File: src/rtl/link_ctrl.sv
// rtl/link_ctrl.sv - JESD link bring-up controller: SYSREF sequencing, LEMC alignment, PRBS enables and error counters
module link_ctrl #(
   parameter int NUM_LANES = 4,
   parameter int CNT_W     = 8
) (
   input  logic                         clk,
   input  logic                         rst_n,
   input  logic [NUM_LANES-1:0]         tx_reset_done,
   input  logic [NUM_LANES-1:0]         rx_reset_done,
   input  logic                         lemc,
   input  logic [CNT_W-1:0]             cfg_sysref_period,
   input  logic [3:0]                   cfg_sysref_num,
   input  logic                         cfg_sysref_oneshot,
   input  logic                         cfg_sysref_disable,
   input  logic [NUM_LANES-1:0]         prbs_err,
   input  logic                         clr_err,
   output logic [NUM_LANES-1:0]         prbs_gen_en,
   output logic [NUM_LANES-1:0]         prbs_chk_en,
   output logic                         sysref,
   output logic                         sync,
   output logic [1:0]                   link_state,
   output logic [NUM_LANES*CNT_W-1:0]   err_cnt
);

   typedef enum logic [1:0] {
      S_WAIT_RST = 2'd0,
      S_SYSREF   = 2'd1,
      S_ALIGN    = 2'd2,
      S_RUN      = 2'd3
   } state_t;

   state_t           state;
   state_t           state_nxt;
   logic [CNT_W-1:0] per_cnt;
   logic [CNT_W-1:0] per_cnt_nxt;
   logic [CNT_W-1:0] period;
   logic [3:0]       pulse_cnt;
   logic [3:0]       pulse_cnt_nxt;
   logic [3:0]       pulse_num;
   logic             all_done;
   logic             pulse_ok;
   logic             sysref_nxt;

   always_comb begin
      all_done  = (&tx_reset_done) & (&rx_reset_done);
      period    = (cfg_sysref_period == '0) ? CNT_W'(1) : cfg_sysref_period;
      pulse_num = (cfg_sysref_num == 4'd0) ? 4'd1 : cfg_sysref_num;

      state_nxt = state;
      case (state)
         S_WAIT_RST: begin
            if (all_done)
               state_nxt = cfg_sysref_disable ? S_ALIGN : S_SYSREF;
         end
         S_SYSREF: begin
            // sysref is the registered pulse, so this cycle is the pulse cycle
            if (cfg_sysref_disable)
               state_nxt = S_ALIGN;
            else if (sysref && (({1'b0, pulse_cnt} + 5'd1) >= {1'b0, pulse_num}))
               state_nxt = S_ALIGN;
         end
         S_ALIGN: begin
            if (lemc)
               state_nxt = S_RUN;
         end
         default: ;
      endcase
      if (state != S_WAIT_RST && !all_done)
         state_nxt = S_WAIT_RST;

      // A count above a lowered period misses the compare and wraps through all-ones
      per_cnt_nxt = (per_cnt == period) ? '0 : per_cnt + CNT_W'(1);
      if (state == S_WAIT_RST || state_nxt == S_WAIT_RST || cfg_sysref_disable)
         per_cnt_nxt = '0;

      pulse_cnt_nxt = pulse_cnt;
      if (state == S_WAIT_RST)
         pulse_cnt_nxt = 4'd0;
      else if (state == S_SYSREF && sysref)
         pulse_cnt_nxt = pulse_cnt + 4'd1;

      pulse_ok   = (state_nxt == S_SYSREF) ||
                   (!cfg_sysref_oneshot && state_nxt != S_WAIT_RST);
      sysref_nxt = pulse_ok && !cfg_sysref_disable && (per_cnt_nxt == period);
   end

   always_ff @(posedge clk or negedge rst_n) begin
      if (!rst_n) begin
         state       <= S_WAIT_RST;
         per_cnt     <= '0;
         pulse_cnt   <= 4'd0;
         sysref      <= 1'b0;
         sync        <= 1'b0;
         prbs_gen_en <= '0;
         prbs_chk_en <= '0;
      end else begin
         state       <= state_nxt;
         per_cnt     <= per_cnt_nxt;
         pulse_cnt   <= pulse_cnt_nxt;
         sysref      <= sysref_nxt;
         sync        <= (state_nxt == S_RUN);
         prbs_gen_en <= {NUM_LANES{state_nxt == S_RUN}};
         prbs_chk_en <= {NUM_LANES{state_nxt == S_RUN}};
      end
   end

   assign link_state = state;

   // Error counts survive link aborts; only clr_err or reset clears them
   always_ff @(posedge clk or negedge rst_n) begin
      if (!rst_n) begin
         err_cnt <= '0;
      end else begin
         for (int i = 0; i < NUM_LANES; i++) begin
            if (clr_err)
               err_cnt[i*CNT_W +: CNT_W] <= '0;
            else if (prbs_err[i] && prbs_chk_en[i] && !(&err_cnt[i*CNT_W +: CNT_W]))
               err_cnt[i*CNT_W +: CNT_W] <= err_cnt[i*CNT_W +: CNT_W] + CNT_W'(1);
         end
      end
   end

endmodule

File: config.mk
export PLATFORM = sky130hd
export DESIGN_NAME = link_ctrl
export DESIGN_NICKNAME = d
export VERILOG_FILES = /design/src/rtl/link_ctrl.sv
export SDC_FILE = /design/constraint.sdc
export NUM_CORES = 1
export LEC_CHECK = 0
export CORE_MARGIN = 2
export CORE_UTILIZATION = 25
export DETAILED_ROUTE_END_ITERATION = 7
export GPL_TIMING_DRIVEN = 0
export PLACE_DENSITY = 0.5
export SYNTH_ARGS = -nofsm -noshare
export SYNTH_HDL_FRONTEND = slang
export SYNTH_SLANG_ARGS = --single-unit
File: constraint.sdc
create_clock -name clk -period 3 [get_ports clk]
set_clock_uncertainty 0.2 [all_clocks]
set_input_delay 0.6 -clock clk [delete_from_list [all_inputs] [get_ports clk]]
set_output_delay 0.6 -clock clk [all_outputs]
set_load 0.02 [all_outputs]
==> flow_metrics.tcl <==
set metrics [dict create \
    status "complete, no violations" \
    diodes 0 \
    drc 0 \
    clock_latency_ns 0.29 \
    ios 74 \
    rows 39 \
    nNetsFinal 424 \
    viasPerCell 4.56 \
    finalCritPeriodShare_pct 92.9 \
    track_usage_pct 11.2 \
    cts-root-buf "clkbuf_16" \
    drive_above_1_share_pct 9.35 \
    num_vias 2408 \
    endpoint_kind "register" \
    die_y_um 111 \
    hold_class "input port to asynchronous set/reset pin" \
    cts-hold-fix-buffers 0 \
    final_antenna_net_count 0 \
    die_w_um 111 \
    hpwl_um 5140 \
    avgSynthCellArea_um2 9.42 \
    power.density_nw_per_um2 350 \
    wl_met1_um 3320 \
    ys_seq_area_share_pct 42.1 \
    final.min_clock_period_ns 2.79 \
    die_area_um2 12300 \
    required_ns 2.97 \
    wl_met3_um 368 \
    io_buffers 73 \
    fin_util_pct 35.4 \
    maxSlewHeadroom_pct 59.2 \
    final_cell_area_um2 3990 \
    grt_pass1_vias 2322 \
    htreeDepth 2 \
    dr_wl_met2_um 3100 \
    netlist_area_um2 2860 \
    slowest_stage "clkdlybuf4s50_1" \
    antenna_found_initial 0 \
    cts_sinks 48 \
    drtIter0Drc 44 \
    slew_viol_final 0 \
    dpl_cell_area_um2 3780 \
    core-area_um2 11300 \
    fmax_mhz 359 \
    post_synth_num_cell_types 46 \
    areaGrowthSynthToFinish_pct 39.6 \
    setup_violations 0 \
    worstMarginPinSlew_ns 0.610 \
    grt_pass1_wl_um 11500 \
    path_class "input port to register" \
    gp_congestion 0.778 \
    ir_drop_mv 0.197 \
    highest_layer "met4" \
    leakage_nw 1.73 \
    maxCapViolations 0 \
    synth_cells 303 \
    overflow 0 \
    async_reset_ff_share_pct 100 \
    critical_path.max_stage_delay_ns 0.46 \
    path_buf_inv 2 \
    worstPathCellList "clkdlybuf4s50_1 > inv_1 > a31o_2 > ha_1 > nand2b_1 > a21o_1 > a21oi_1 > o21ai_0 > nand3_1 > o211ai_1 > nor4_1" \
    clkSlewWorstSetupHoldPaths_ns 0.07 \
    initial_utilization_pct 25.3 \
    yosysWarningCount 0 \
    firstDrtPassIters 4 \
    cp_data_arrival_time_ns 2.75 \
    crit_path_start_kind "input port" \
    grt_max_degree 36 \
    final_hold_viol_count 0 \
    synthesis.nets 343 \
    cts_buffers 5 \
    power_mw 1.39 \
    synth_edf_count 0 \
    routed_wirelength_um 6830 \
    crit_fanout 3 \
    cts_tree "yes" \
    rsz0062_at_grt "false" \
    synth-seq-cells 48 \
    synth_flop_cell "dfrtp_1" \
    cp_top_family "compound AO/OA/AOI/OAI gates" \
    clockBufferDepth 2 \
    routedWlPerCell_um 12.9 \
]
==> registers in the layout, summed over array words and instances (netlist names) <==
signal	count
sysref	1
err_cnt	32
pulse_cnt	4
link_state	2
sync	1
per_cnt	8
==> worst reg2reg max path, cell delays in order, from the launching register on <==
cell	delay (ns)
dfrtp_1	0.38
buf_4	0.17
nor4b_1	0.15
a22o_1	0.21
o211a_1	0.23
or2_1	0.27
buf_6	0.16
nor4b_4	0.24
nor3_1	0.10
nor4_1	0.35
==> through the flow <==
step | hold slack, ns | TNS (ns) | setup slack, ns | instances
5_1_grt | 0.0264 | 0 | 0.0632 | 528
3_5_place_dp | 0.333 | -0.337 | -0.337 | 520
2_1_floorplan | 0.104 | 0 | 0.570 | 303
6_report | 0.00794 | 0 | 0.212 | 528
4_1_cts | 0.0148 | 0 | 0.0219 | 528
3_3_place_gp | 0.352 | -26.23 | -0.543 | 519
==> logic make-up (layout without fill, tap and decap cells) <==
group                    after synthesis  after routing  synth area share, %
AO/OA/AOI/OAI                         50             50                 12.1
XOR/XNOR                              39             39                 12.0
adder cells (fa/ha/maj)               10             10                 4.38
buffers and inverters                 30            112                 5.87
flip-flops                            48             48                 42.1
multiplexers                           5              5                 1.75
AND/OR/NAND/NOR                      121            121                 21.8
==> routing by layer <==
| metal | vias to the layer above | GRT usage [%] |
|---|---|---|
| met5 | - | 0 |
| met4 | 0 | 2.50 |
| met3 | 4 | 2.68 |
| met2 | 71 | 18.1 |
| met1 | 1119 | 15.4 |
| li1 | 1214 | - |
==> power by group <==
group	internal, mW	total, mW	switching [mW]
sequential	0.647	0.647	0.0000434
combinational	0.0467	0.0925	0.0458
clock	0.397	0.656	0.259
==> worst paths after layout <==
| path | slack [ns] | cells after the start | from | endpoint |
|---|---|---|---|---|
| worst max-delay path | 0.21 | 11 | cfg_sysref_num[2] | sysref |
| worst min-delay path | 0.008 | 1 | rst_n | err_cnt[29] |
| worst max register to register | 0.41 | 9 | per_cnt[0] | sysref |
| worst min register to register | 0.36 | 2 | err_cnt[14] | err_cnt[14] |
| max in group asynchronous | 2.08 | 2 | rst_n | err_cnt[8] |
| min in group clk | 0.36 | 2 | err_cnt[14] | err_cnt[14] |
==> layout make-up <==
cell class                 count  area [µm²]
sequential                    48        1200
clock buffer                   5         125
multi-input combinational    225        1500
buffer                        17         119
timing repair buffer          74         763
clock inverter                 3        46.3
tap                          143         179
inverter                      13        48.8
fill                        1162        7290
==> repair_timing <==
item / 4_1_cts / 5_1_grt
pin swaps: 1 / 2
resized for setup: 1 / 10
setup endpoints to repair: 1 / 1
buffers inserted: 0 / 0
==> cell usage after synthesis (2+ instances only) <==
cell,instances,area [µm²]
dfrtp_1,48,1200
nor2_1,41,154
xor2_1,27,236
nand2_1,21,78.8
nand3_1,14,70.1
inv_1,13,48.8
nand4_1,12,75.1
xnor2_1,12,105
a21oi_1,11,55.1
o21ai_0,11,55.1
buf_4,10,75.1
ha_1,10,125
and3_1,7,43.8
nor3_1,7,35.0
or3_1,6,37.5
mux2i_1,5,50.1
a22o_1,4,35.0
a31o_2,3,26.3
clkbuf_1,3,11.3
nand2b_1,3,18.8
o211a_1,3,30.0
a21boi_0,2,15.0
a31oi_1,2,12.5
buf_2,2,10.0
buf_6,2,22.5
nor4b_1,2,17.5
o211ai_1,2,15.0
o21a_1,2,15.0
==> placed cells by master, fill, tap and decap left out, types with 2 or more instances in the layout <==
cell type	n
a21boi_0	2
nand2_1	21
dfrtp_1	48
buf_6	2
a31oi_1	2
a21oi_1	11
o21ai_0	11
o211ai_1	2
buf_2	3
nor4b_1	2
nor3_1	5
or3_1	6
clkdlybuf4s50_1	65
dlymetal6s2s_1	7
xor2_1	27
o21a_1	2
nand4_1	12
nand2b_1	3
clkbuf_16	5
nand3_1	14
buf_4	10
xnor2_1	12
and3_1	7
a22o_1	4
o211a_1	3
clkbuf_1	3
inv_1	13
nor3_2	2
ha_1	10
nor2_1	41
a31o_2	3
mux2i_1	5
Note: power is estimated with default switching activity, not from simulation.
